<file path="src/rtl/addsub64_sequencer_pkg.sv">
// Shared types and constants for the 64-bit add/sub sequencer and its 32-bit datapath.
package addsub64_sequencer_pkg;
  localparam int HALF_W = 32;

  typedef enum logic [1:0] {
    IDLE = 2'd0,
    LO   = 2'd1,
    HI   = 2'd2,
    DONE = 2'd3
  } state_e;
endpackage

</file>
<file path="src/rtl/addsub64_sequencer_addsub32_cin.sv">
// 32-bit adder/subtractor with explicit carry-in and carry-out (sub inverts b; caller supplies cin).
module addsub32_cin
  import addsub64_sequencer_pkg::*;
(
  input  logic [HALF_W-1:0] a_i,
  input  logic [HALF_W-1:0] b_i,
  input  logic              sub_i,
  input  logic              cin_i,
  output logic [HALF_W-1:0] sum_o,
  output logic              cout_o
);
  logic [HALF_W-1:0] b_eff;
  logic [HALF_W:0]   full;

  assign b_eff  = sub_i ? ~b_i : b_i;
  assign full   = {1'b0, a_i} + {1'b0, b_eff} + {{HALF_W{1'b0}}, cin_i};
  assign sum_o  = full[HALF_W-1:0];
  assign cout_o = full[HALF_W];
endmodule

</file>
<file path="src/rtl/addsub64_sequencer.sv">
// Sequencer that time-shares one 32-bit add/sub datapath over one (ALU32) or two (ALU64) passes.
// Handshake: a transfer happens on a rising edge where valid and ready are both high; valid is never retracted before that edge.
module addsub64_sequencer
  import addsub64_sequencer_pkg::*;
#(
  parameter bit CARRY_AS_BORROW = 1'b0
) (
  input  logic        clk,
  input  logic        rst,
  input  logic        in_valid,
  output logic        in_ready,
  input  logic        op_sub,
  input  logic        op_64,
  input  logic [63:0] a,
  input  logic [63:0] b,
  output logic        out_valid,
  input  logic        out_ready,
  output logic [63:0] result,
  output logic        carry,
  output logic        busy,
  output state_e      state_dbg
);
  state_e            state_q, state_d;
  logic [63:0]       a_q, b_q;
  logic              op_sub_q, op_64_q;
  logic              carry_lo_q;
  logic [63:0]       result_q;
  logic              carry_q;

  logic [HALF_W-1:0] half_a, half_b, half_sum;
  logic              half_cin, half_cout;
  logic              cout_fixed;

  // HI pass works on the upper halves and chains the low-pass carry; otherwise the low pass.
  always_comb begin
    half_a   = a_q[HALF_W-1:0];
    half_b   = b_q[HALF_W-1:0];
    half_cin = op_sub_q;
    if (state_q == HI) begin
      half_a   = a_q[63:HALF_W];
      half_b   = b_q[63:HALF_W];
      half_cin = carry_lo_q;
    end
  end

  addsub32_cin u_addsub (
    .a_i    (half_a),
    .b_i    (half_b),
    .sub_i  (op_sub_q),
    .cin_i  (half_cin),
    .sum_o  (half_sum),
    .cout_o (half_cout)
  );

  assign cout_fixed = half_cout ^ (CARRY_AS_BORROW & op_sub_q);

  always_comb begin
    state_d   = state_q;
    in_ready  = 1'b0;
    out_valid = 1'b0;
    busy      = 1'b1;
    case (state_q)
      IDLE: begin
        in_ready = 1'b1;
        busy     = 1'b0;
        if (in_valid) state_d = LO;
      end
      LO:   state_d = op_64_q ? HI : DONE;
      HI:   state_d = DONE;
      DONE: begin
        out_valid = 1'b1;
        if (out_ready) state_d = IDLE;
      end
      default: state_d = IDLE;
    endcase
  end

  always_ff @(posedge clk) begin
    if (rst) begin
      state_q    <= IDLE;
      a_q        <= '0;
      b_q        <= '0;
      op_sub_q   <= 1'b0;
      op_64_q    <= 1'b0;
      carry_lo_q <= 1'b0;
      result_q   <= '0;
      carry_q    <= 1'b0;
    end else begin
      state_q <= state_d;
      case (state_q)
        IDLE: if (in_valid) begin
          a_q      <= a;
          b_q      <= b;
          op_sub_q <= op_sub;
          op_64_q  <= op_64;
        end
        LO: begin
          // Upper half cleared here so ALU32 results come out zero-extended.
          result_q   <= {{HALF_W{1'b0}}, half_sum};
          carry_lo_q <= half_cout;
          if (!op_64_q) carry_q <= cout_fixed;
        end
        HI: begin
          result_q[63:HALF_W] <= half_sum;
          carry_q             <= cout_fixed;
        end
        default: ;
      endcase
    end
  end

  assign result    = result_q;
  assign carry     = carry_q;
  assign state_dbg = state_q;
endmodule

</file>
<file path="config.mk">
export PLATFORM = sky130hd
export DESIGN_NAME = addsub64_sequencer
export DESIGN_NICKNAME = d
export VERILOG_FILES = /design/src/rtl/addsub64_sequencer_pkg.sv /design/src/rtl/addsub64_sequencer_addsub32_cin.sv /design/src/rtl/addsub64_sequencer.sv
export SDC_FILE = /design/constraint.sdc
export NUM_CORES = 1
export LEC_CHECK = 0
export ABC_AREA = 1
export CORE_UTILIZATION = 54
export CTS_BUF_LIST = sky130_fd_sc_hd__clkbuf_4
export CTS_CLUSTER_SIZE = 28
export DETAILED_ROUTE_END_ITERATION = 8
export PLACE_DENSITY_LB_ADDON = 0.12
export SLEW_MARGIN = 20
export SYNTH_ARGS = -nofsm -noshare
export SYNTH_HDL_FRONTEND = slang
export SYNTH_HIERARCHICAL = 1
export SYNTH_SLANG_ARGS = --single-unit
export TNS_END_PERCENT = 50
</file>
<file path="constraint.sdc">
create_clock -name clk -period 4.15 [get_ports clk]
set_input_delay 0.6225 -clock clk [delete_from_list [all_inputs] [get_ports clk]]
set_output_delay 0.6225 -clock clk [all_outputs]
set_load 0.05 [all_outputs]
</file>
==> results.yml, run 1 <==
power:
  p_sw_frac: 0.524
  ir_drop_uv: 364
  p_switching_w: 0.00532
  p_clk_frac: 0.101
  powerDensity_nw_per_um2: 788
  leakage_nw: 6.35
  seq_power_share: 0.285
  p_int_w: 0.00483
  pwr-share-comb: 0.614
placed_design:
  gp_congestion: 0.921
  port_buffers: 203
  dp_slack_ns: 0.763
  dpl.cell_count: 2036
  place.detailed.hpwl_mm: 21.5
job:
  drv_cap: 0
worst_setup_path:
  critical-path-top-delay-family: "adder cells"
  crit_buf_inv: 2
  end_kind: "flip-flop"
  rr_worst_depth: 17
  crit_path_start_kind: "flip-flop"
  crit_top_cell: "nand2_1"
  worstPathMaxFanout: 21
  critPathArrivalTime_ns: 3.99
  r2r_end: "result[56]"
  crit_type: "flip-flop to flip-flop"
  r2r_setup_slack_ns: 0.65
  crit_required_ns: 4.64
  r2r-start: "state_dbg[1]"
  critPathSlowestCell: "dfxtp_1"
  crit_chain: "ha_4 -> inv_2 -> nand2_1 -> nand2_1 -> xnor2_1 -> fa_1 -> fa_1 -> inv_1 -> nand3_1 -> nand3_1 -> nand2_1 -> nand2_1 -> nand2_1 -> nand4_1 -> nand2_1 -> a21oi_1 -> nor2_1"
  crit_path_start: "state_dbg[1]"
  cp_slowest_stage_delay_ns: 0.50
logic_synthesis:
  synth_top_area_share: 0.375
  syn_inst: 1644
  synth.distinct_cells: 30
  yosysSeqAreaShare: 0.375
  synth_top_cell_by_area: "dfxtp_1"
  synth_area_leaders: "dfxtp_1 (38%), nand2_1 (15%), nor2_1 (14%)"
  synth-seq-cells: 198
  avgSynthCellArea_sq_um: 6.43
  syn_area_sq_um: 10600
  synth_warnings: 6
  syn_nets: 1815
sta:
  worstMarginPinSlew_ns: 0.974
  setup_ws_ns: 0.648
  finClkSkew_ns: 0.0366
  min_period_ns: 3.50
  period_share: 0.844
  max-slew-margin-rel: 0.346
  setup_viol: 0
  rsz0062_at_grt: "false"
  tns_ns: 0
  final_max_slew_viol_count: 0
  timing.fmax_ghz: 0.286
  hold_viol_final: 0
  timing.hold.ws_ns: 0.500
grt:
  grt_pass1_vias: 9463
  grt_overflow: 0
  track_usage: 0.293
  grt_pass1_wl_mm: 46.6
  antenna_found_initial: 1
  grt_max_degree: 80
drt:
  wire_per_inst_um: 13.9
  first_iter_violations: 647
  totalWireLength_mm: 28.7
  vias_per_cell: 5.08
  dr.pass1.iters: 6
  ant_nets: 0
  num_vias: 10500
  drc_errors: 0
hold_path:
  min_to: "b_q[62]"
  whs_path_depth: 2
  hp-class: "flip-flop to flip-flop"
  min-delay-start: "b_q[62]"
final_layout:
  layout-drive-gt1-share: 0.0360
  fillers: 1774
  layout.nets: 1966
  utilization: 0.680
  area_growth_pct: 21.9
  fin_cells: 2069
clocking:
  cts_tree: "yes"
  cts_root_buf: "clkbuf_4"
  cts.sinks: 198
  htree_levels: 4
  clk_latency_ns: 0.61
  path_clk_slew_ns: 0.18
  ctsHoldBuffers: 0
  post_cts_buffers: 0
  cts_resized: 0
  ctsLongestPathBuffers: 2
  numCtsBuffers: 17
floorplanning:
  start_util: 0.557
  ioPinCount: 204
  fp.coreArea_sq_um: 19000
  die_w_um: 142
  placementRows: 50
  die_area_sq_um: 20100
  die_y_um: 142
run_status:
  status: "complete, no violations"
-- worst max-delay path by stage --
| stage | slack (ns) | to | depth (start not counted) |
|---|---|---|---|
| floorplan | 0.63 | result[48] | 21 |
| global placement | 0.85 | result[56] | 18 |
| detailed placement | 0.76 | result[48] | 18 |
| finish | 0.65 | result[56] | 17 |
| CTS | 0.74 | result[48] | 17 |
| global route | 0.44 | result[62] | 20 |
-- final cells by class --
cell class / instances / area, sq um / area share
Clock buffer: 18 / 135 / 0.0105
Multi-Input combinational cell: 1228 / 5630 / 0.437
Tap cell: 260 / 325 / 0.0253
Sequential cell: 198 / 3970 / 0.308
Antenna cell: 1 / 2.50 / 0.000194
Timing Repair Buffer: 217 / 2170 / 0.169
Clock inverter: 14 / 150 / 0.0117
Inverter: 133 / 503 / 0.0390
-- flip-flops by register name, summed over array words and instances, names as in the netlist --
name,count
a_q,64
b_q,64
carry,1
carry_lo_q,1
op_64_q,1
op_sub_q,1
result,64
state_dbg,2
-- power groups by stage --
stage | clock [W] | sequential [W] | combinational, W
after floorplan | 0 | 0.00367 | 0.00364
after global placement | 0 | 0.00292 | 0.00607
after detailed placement | 0 | 0.00294 | 0.00614
after CTS | 0.00105 | 0.00289 | 0.00617
after global routing | 0.00112 | 0.00297 | 0.00686
final | 0.00103 | 0.00289 | 0.00623
-- cells in the final DEF, fill, tap and decap left out, drive strengths merged, types with 5 or more instances in the layout --
master           n
inv            139
dfxtp          198
buf             14
xor2            43
clkdlybuf4s50  203
ha              35
a21oi           58
nand4            5
nand2          442
clkinv           6
o21ai          199
nand3           32
nor2           402
clkbuf          18
-- worst reg2reg max path: cells and delay by family, from the launching register on --
family,cells,cell delay (ns)
AOI/OAI and AO/OA,1,0.17
xor gates and xnor gates,1,0.13
adders and majority gates,3,1.26
buffers and inverters,2,0.34
DFF,1,0.50
and+or+nand+nor,10,0.99
-- kinds of logic after synthesis --
family,count (synthesis),synth area share
AOI/OAI and AO/OA,260,0.125
xor gates and xnor gates,46,0.0381
adders and majority gates,37,0.0452
buffers and inverters,218,0.0939
DFF,198,0.375
and+or+nand+nor,885,0.323
-- per-stage QoR --
step           area [sq um]  power, W
4_1_cts               12900    0.0101
3_3_place_gp          12600   0.00899
3_5_place_dp          12600   0.00908
6_report              12900    0.0101
2_1_floorplan         10600   0.00731
5_1_grt               12900    0.0109
-- synthesized netlist by cell type --
library cell	instances
o21ai_0	175
nand2_1	435
and2_1	1
o21ai_1	23
xor2_1	43
clkbuf_2	10
buf_6	14
dfxtp_1	198
nand3_2	2
nor2_1	400
ha_1	35
nor3_1	3
inv_1	130
a21oi_1	57
buf_1	1
nor2_2	2
xnor2_1	3
nand4_1	5
o21ai_2	1
clkbuf_8	1
buf_4	6
nand3_1	30
fa_1	2
a21oi_2	1
clkbuf_1	34
a21o_1	1
buf_2	19
inv_2	3
o21bai_1	2
nand2_2	7
-- metal layers --
metal | share of wire | wire length (um) | global-route usage | up-vias
met1 | 0.48 | 13800 | 0.413 | 4672
met4 | 0.017 | 478 | 0.0849 | 0
met2 | 0.43 | 12400 | 0.457 | 394
met3 | 0.070 | 2010 | 0.0537 | 37
li1 | - | - | - | 5407
met5 | 0 | 0 | 0 | -
No activity file was read; power rests on OpenSTA's default activity.
==> run 2: changes to the inputs <==
Settings changed: CORE_UTILIZATION 54 to 49.
Clock period 4.15 ns to 2.9 ns, I/O delays scaled along.
==> run 2 against run 1 <==
Register-to-register slack worse by 0.60 ns. Sequential cell count stayed put. Via count rose by 0.93%. Global-route usage decreased by 3.0 points. Die area grew 10%. Maximum frequency is 23% higher. First-iteration DRC count increased by 6.5%. Sequential power grew 43%. Non-clock buffer count grew 51. Wire length up 3.3%. Final cell count is 3.1% higher. Sequential share of layout area down 1.9 points. Critical path type unchanged. Largest cell class unchanged. Largest power group unchanged.
==> results.yml, run 2 (synthesized netlist as in run 1, its figures left out) <==
floorplanning:
  ioPinCount: 204
  die_w_um: 149
  fp.coreArea_sq_um: 21100
  start_util: 0.501
  die_area_sq_um: 22200
  placementRows: 53
  die_y_um: 149
worst_setup_path:
  critical-path-top-delay-family: "adder cells"
  critPathArrivalTime_ns: 3.35
  r2r_setup_slack_ns: 0.04
  crit_top_cell: "nand2_2"
  path_depth: 18
  r2r-start: "state_dbg[0]"
  crit_required_ns: 3.39
  end_kind: "flip-flop"
  rr_worst_depth: 18
  critPathSlowestCell: "fa_2"
  crit_type: "flip-flop to flip-flop"
  worstPathMaxFanout: 7
  cp_slowest_stage_delay_ns: 0.40
  crit_chain: "inv_4 -> ha_4 -> clkbuf_16 -> nand2_4 -> nand2_2 -> inv_2 -> fa_2 -> fa_2 -> inv_2 -> nand3_2 -> nand3_2 -> nand2_2 -> a21oi_2 -> nor2_2 -> nand2_1 -> nand2_2 -> a21oi_2 -> nor2_1"
  crit_path_start_kind: "flip-flop"
  crit_buf_inv: 4
  crit_path_start: "state_dbg[0]"
power:
  p_sw_frac: 0.504
  p_switching_w: 0.00798
  powerDensity_nw_per_um2: 1150
  ir_drop_uv: 435
  finalPower_w: 0.0158
  p_clk_frac: 0.097
  pwr-share-comb: 0.642
  p_int_w: 0.00786
  seq_power_share: 0.260
  leakage_nw: 6.70
job:
  drv_cap: 0
drt:
  first_iter_violations: 689
  drc_errors: 0
  vias_per_cell: 4.97
  totalWireLength_mm: 29.6
  num_vias: 10600
  dr.pass1.iters: 5
  wire_per_inst_um: 13.9
  ant_nets: 0
clocking:
  htree_levels: 4
  numCtsBuffers: 17
  cts.sinks: 198
  clk_latency_ns: 0.59
  ctsHoldBuffers: 0
  cts_root_buf: "clkbuf_4"
  cts_tree: "yes"
  path_clk_slew_ns: 0.18
  ctsLongestPathBuffers: 2
sta:
  tns_ns: 0
  setup_ws_ns: 0.0444
  final_max_slew_viol_count: 0
  worstMarginPinSlew_ns: 0.617
  timing.fmax_ghz: 0.350
  min_period_ns: 2.86
  finClkSkew_ns: 0.0238
  max-slew-margin-rel: 0.588
  period_share: 0.985
  hold_viol_final: 0
  setup_viol: 0
  rsz0062_at_grt: "true"
grt:
  antenna_found_initial: 1
  grt_pass1_wl_mm: 46.6
  track_usage: 0.263
  grt_max_degree: 132
  grt_overflow: 0
  grt_pass1_vias: 9447
run_status:
  status: "complete, no violations"
final_layout:
  fillers: 1938
  utilization: 0.651
  fin_cells: 2134
  final_cell_mix: "nand2_1 (411), nor2_1 (397), clkdlybuf4s50_1 (203)"
  layout-drive-gt1-share: 0.0974
  layout.nets: 2017
  mostFrequentLayoutCell: "nand2_1"
  area_growth_pct: 30.0
placed_design:
  place.detailed.hpwl_mm: 21.9
  dp_slack_ns: 0.0535
  port_buffers: 203
  dpl.cell_count: 2094
  gp_congestion: 0.906
hold_path:
  whs_path_depth: 3
  hp-class: "input pin to flip-flop"
  min-delay-start: "b[62]"
[run 2: cell types whose count changed in the layout (fill, tap and decap cells not counted), moves of 3 or more]
cell	previous run	this run
xor2_1	43	34
ha_2	0	8
nand2_2	6	27
ha_1	34	24
buf_6	0	4
nor2_1	400	397
buf_4	11	49
xor2_2	0	9
a21oi_2	1	10
nand2_1	435	411
a21oi_1	57	48
clkbuf_16	0	4
nand2_4	1	4
buf_12	3	8
[run 2: layer usage]
| metal | up-vias | share of wire | track usage |
|---|---|---|---|
| met5 | - | 0 | 0 |
| met4 | 0 | 0.0090 | 0.0592 |
| met3 | 17 | 0.048 | 0.0284 |
| met2 | 311 | 0.45 | 0.413 |
| met1 | 4780 | 0.50 | 0.386 |
| li1 | 5500 | - | - |
[run 2: layout make-up]
class                      instances  area, sq um  share of cell area
sequential                       198         3970               0.289
tap                              275          344              0.0251
clock inverter                    14          179              0.0130
inverter                         133          513              0.0373
timing repair buffer             268         2710               0.197
multi-input combinational       1228         5890               0.429
antenna                            1         2.50            0.000182
clock buffer                      17          128             0.00929
[run 2: stage by stage]
| stage | area, sq um | hold WS (ns) |
|---|---|---|
| after CTS | 13300 | 0.379 |
| final | 13700 | 0.424 |
| after global routing | 13700 | 0.391 |
| after floorplan | 10600 | 0.429 |
| after detailed placement | 13000 | 0.451 |
| after global placement | 13000 | 0.447 |
[run 2: timing repair]
item / 4_1_cts / 5_1_grt
setup buffers: 0 / 3
hold endpoints to repair: 0 / 0
endpoints found under the setup margin: 0 / 49
resized for setup: 0 / 66
[run 2: tightest hold or removal path, cell delays in order]
cell and delay, ns:
clkdlybuf4s50_1 0.40, o21ai_1 0.13, nor2_1 0.04
[run 2: power groups by stage]
stage,Sequential (W),Clock [W],Combinational [W]
floorplan,0.00526,0,0.00526
global placement,0.00416,0,0.00941
detailed placement,0.00418,0,0.00950
CTS,0.00411,0.00158,0.00955
global route,0.00422,0.00168,0.0111
finish,0.00412,0.00154,0.0102
[run 2: final timing paths]
check	end
worst max register to register	result[48]
worst min-delay path	b_q[62]
worst max-delay path	result[48]
worst min register to register	op_64_q
==> edit 1: new RTL, flow settings as in run 2 <==
Put one more register stage on the output `state_dbg`, without a reset. The value now appears one clock later. The other outputs are not delayed to match.
--- a/src/rtl/addsub64_sequencer.sv
+++ b/src/rtl/addsub64_sequencer.sv
@@ -113,3 +113,5 @@
   assign carry     = carry_q;
-  assign state_dbg = state_q;
+  always_ff @(posedge clk) begin
+    state_dbg <= state_q;
+  end
 endmodule
Check against the original RTL: not equivalent (Yosys sat finds a counterexample within 4 cycles, from zero or initial values and one cycle with rst high).
==> edit 1 against run 2 <==
The flow now finishes with violations (setup timing). Area after synthesis grew 0.37%. Final area down 0.38%. Setup slack got worse by 0.053 ns. Total power decreased by 0.58%. Sequential cell count up 2. Clock skew grew 0.0042 ns. Sequential share of layout area grew 0.36 points. Wire length down 3.9%. Critical path depth grew 1. Critical path type unchanged. Critical endpoint unchanged.
==> edit 1: results (changes against run 2) <==
# fillers: 2001 (+3.3%)
placed cells: 2082 (-0.57%)
share of cells above drive strength 1: 9.13% (-0.62 points)
vias post-DR: 10441 (-1.6%)
Post-DP Area: 12900 um^2 (-0.74%)
Switch Pwr: 7.92 mW (-0.80%)
Seq/total area: 29.3% (+0.36 points)
clock tree buffer count of the final layout: 18 (+1)
Clock Skew: 0.0280 ns (+0.00421 ns)
Synth Area in Compound Gates: 12.4% (-0.046 points)
Pleak: 6.64 nW (-0.90%)
first-pass GRT wire length: 45.4 mm (-2.6%)
Hold Path Sink: b_q[61]
CTS clk-pin slew, worst paths: 0.18 ns (about the same)
cells on worst reg2reg path: 19 (+1)
Sequential Power Share: 26.4% (+0.4 points)
vias per inst: 4.91 (-1.3%)
Worst Min Path Start: b[61]
Clock buf/inv share: 2.15% (-0.083 points)
RR Startpoint: state_q[0]
drt pass-1 iters: 5 (unchanged)
Fin Hold WS: 0.410 ns (-0.0149 ns)
pre-CTS setup slack: 0.0315 ns (-0.0220 ns)
Placer Congestion: 0.883 (-2.6%)
Post-layout nets: 2010 (-0.35%)
vias in the first global route: 9213 (-2.5%)
XOR/XNOR share of the synthesized area: 3.80% (-0.014 points)
Non-clock inverters: 133 (unchanged)
initial antenna violation count: 1 (unchanged)
Synth top cells by count: 435 x nand2_1, 400 x nor2_1, 200 x dfxtp_1
GRT Total Usage: 25.5% (-0.84 points)
Final WS setup: -0.00829 ns (-0.0527 ns)
status: complete, but fails checks
post-synth net total: 1817 (+0.11%)
Die ar.: 22200 um^2 (+0.36%)
largest cells by area after synthesis: dfxtp_1 38%, nand2_1 15%, nor2_1 14%
maximum vdd drop: 0.000435 V (about the same)
Final setup viols: 1 (+1)
Mapped Cells: 1646 (+0.12%)
root buffer cell: clkbuf_4
measured slew at the worst slew-check pin: 0.582 ns (-0.0349 ns)
Synth Area in Adders: 4.51% (-0.017 points)
dpl hpwl: 20.7 mm (-5.3%)
final WL: 28.5 mm (-3.9%)
Yosys reg bits: 200 (+1.0%)
violated checks: setup timing
setup total negative slack: -0.00829 ns (-0.00829 ns)
PortBufs: 203 (unchanged)
Clk Latency, worst-skew pair: 0.60 ns
area grow syn2layout: 29.0%
CP max stage delay: 0.44 ns (+0.04 ns)
critical path arrival: 3.40 ns (+0.05 ns)
sequential area share after synthesis: 37.8% (+0.24 points)
Iter 0 DRT Violations: 694 (+0.73%)
Multi-input gate area: 5920 um^2 (+0.53%)
Sw Ratio: 50.3% (-0.11 points)
non-clk buf share: 19.0% (-0.67 points)
Repair and plain buffers: 259 (-3.4%)
## edit 1: layer usage
metal | wire, um | share of wire [%] | track usage [%] | up-vias
li1 | - | - | - | 5486
met1 | 14500 | 51 | 38.0 | 4657
met2 | 12400 | 44 | 38.9 | 285
met3 | 1320 | 4.6 | 3.43 | 13
met4 | 182 | 0.64 | 5.15 | 0
met5 | 0 | 0 | 0 | -
## edit 1: worst max-delay path: cells and delay by family (launching register included)
family | cells | cell delay [ns]
XOR/XNOR | 1 | 0.13
AO/OA/AOI/OAI | 2 | 0.32
adder cells (fa/ha/maj) | 3 | 1.07
flip-flops | 1 | 0.36
buffers and inverters | 4 | 0.34
AND/OR/NAND/NOR | 9 | 0.60
## edit 1: what timing repair did
action                     4_1_cts  5_1_grt
pin swaps                        0       17
gates resized for setup          2       65
gates cloned                     0        3
setup endpoints to repair        3       51
buffers inserted                 0       10
==> edit 2: new RTL, flow settings as in run 2 <==
Made on the original files. Change the parameter `CARRY_AS_BORROW` from 1'b0 to 1'b1.
--- a/src/rtl/addsub64_sequencer.sv
+++ b/src/rtl/addsub64_sequencer.sv
@@ -5,3 +5,3 @@
 #(
-  parameter bit CARRY_AS_BORROW = 1'b0
+  parameter bit CARRY_AS_BORROW = 1'b1
 ) (
Function: changed (Yosys sat finds a counterexample within 4 cycles, from zero or initial values and one cycle with rst high).
==> edit 2 against run 2 <==
Setup slack lost 0.033 ns. Total power up 1.9%. Global-route usage rose by 0.11 points. Core utilization rose by 0.96 points. Count of clock-buffer cells in the layout did not move. Sequential cell count is the same. Final area is 1.5% higher. Wire length is 1.3% lower. Area after synthesis about the same. Critical path depth increased by 1. Largest cell class unchanged. Highest routed layer unchanged.
==> edit 2: results (changes against run 2) <==
# fillers: 1935 (-0.15%)
Clk Latency, worst-skew pair: 0.60 ns
largest net degree at the start of global routing: 100 (-24%)
Post-layout nets: 2052 (+1.7%)
Iter 0 DRT Violations: 633 (-8.1%)
Synth cell types: 28 (-6.7%)
Worst slew margin: 29.1% (-30 points)
sequential area share after synthesis: 37.5% (about the same)
maximum vdd drop: 0.000441 V (+1.3%)
Clk pwr share: 9.4% (-0.3 points)
critical path arrival: 3.40 ns (+0.05 ns)
largest cells by area after synthesis: dfxtp_1 37%, nand2_1 16%, nor2_1 14%
CTS clk-pin slew, worst paths: 0.18 ns (about the same)
grt total ovfl: 0 (unchanged)
Post-synth top flop: dfxtp_1
Clock Skew: 0.0305 ns (+0.00668 ns)
final worst-path cycle share: 99.6% (+1.1 points)
CP max FO: 7 (unchanged)
dpl hpwl: 21.9 mm (+0.22%)
Initial Util: 50.1% (about the same)
vias post-DR: 10657 (+0.46%)
Pleak: 6.82 nW (+1.9%)
Synth top cells by count: 437 x nand2_1, 400 x nor2_1, 198 x dfxtp_1
reg-to-reg setup timing slack: 0.01 ns (-0.03 ns)
status: finished clean
Worst Min Path Start: a[35]
vias in the first global route: 9405 (-0.44%)
TritonCTS Buffers: 17 (unchanged)
Placer Congestion: 0.939 (+3.6%)
post-synth net total: 1816 (+0.055%)
drt pass-1 iters: 7 (+2)
cells on worst reg2reg path: 19 (+1)
GRT Total Usage: 26.4% (+0.11 points)
share of cells above drive strength 1: 11.0% (+1.2 points)
Sequential Power Share: 25.4% (-0.6 points)
internal power: 8.17 mW (+4.0%)
first-pass GRT wire length: 46.6 mm (about the same)
WL/cell: 13.5 um (-2.9%)
[edit 2: through the flow]
stage / hold WS, ns / worst slack (ns) / cells / instance area, um^2 / util, %
CTS: 0.380 / -0.0165 / 2159 / 13600 / 64.4
floorplan: 0.429 / -0.0976 / 1645 / 10600 / -
global route: 0.371 / -0.153 / 2169 / 13900 / 66.1
global placement: 0.447 / 0.0236 / 2128 / 13300 / 63.0
finish: 0.420 / 0.0113 / 2169 / 13900 / 66.1
detailed placement: 0.458 / 0.00559 / 2128 / 13300 / 63.0
[edit 2: logic make-up after synthesis]
family                   share of synthesized area [%]
AO/OA/AOI/OAI                                     12.4
XOR/XNOR                                          3.89
buffers and inverters                             9.35
adder cells (fa/ha/maj)                           4.52
flip-flops                                        37.5
AND/OR/NAND/NOR                                   32.4
[edit 2: final timing paths]
kind	to
setup reg to reg	carry
setup / recovery	carry
hold reg to reg	op_64_q
hold / removal	a_q[35]
[edit 2: final cells by class]
cell class | instances | share of cell area [%]
antenna | 1 | 0.0180
clock inverter | 14 | 1.19
timing repair buffer | 302 | 20.9
tap | 275 | 2.47
clock buffer | 17 | 0.916
sequential | 198 | 28.5
inverter | 132 | 3.60
multi-input combinational | 1230 | 42.4
[edit 2: timing repair]
action,CTS,global route
gates cloned,0,2
setup endpoints to repair,3,49
setup buffers,0,7
pin swaps,0,21
resized for setup,1,57
[edit 2: per-layer routing]
metal	global-route usage, %	up-vias	part of all wire, %
met1	38.8	4722	50
met4	7.14	0	1.4
met5	0	-	0
met3	3.03	33	5.2
li1	-	5573	-
met2	40.7	329	44
[edit 2: worst min-delay path: stages]
cell and delay (ns):
clkdlybuf4s50_1 0.40, o21ai_1 0.12, nor2_1 0.04
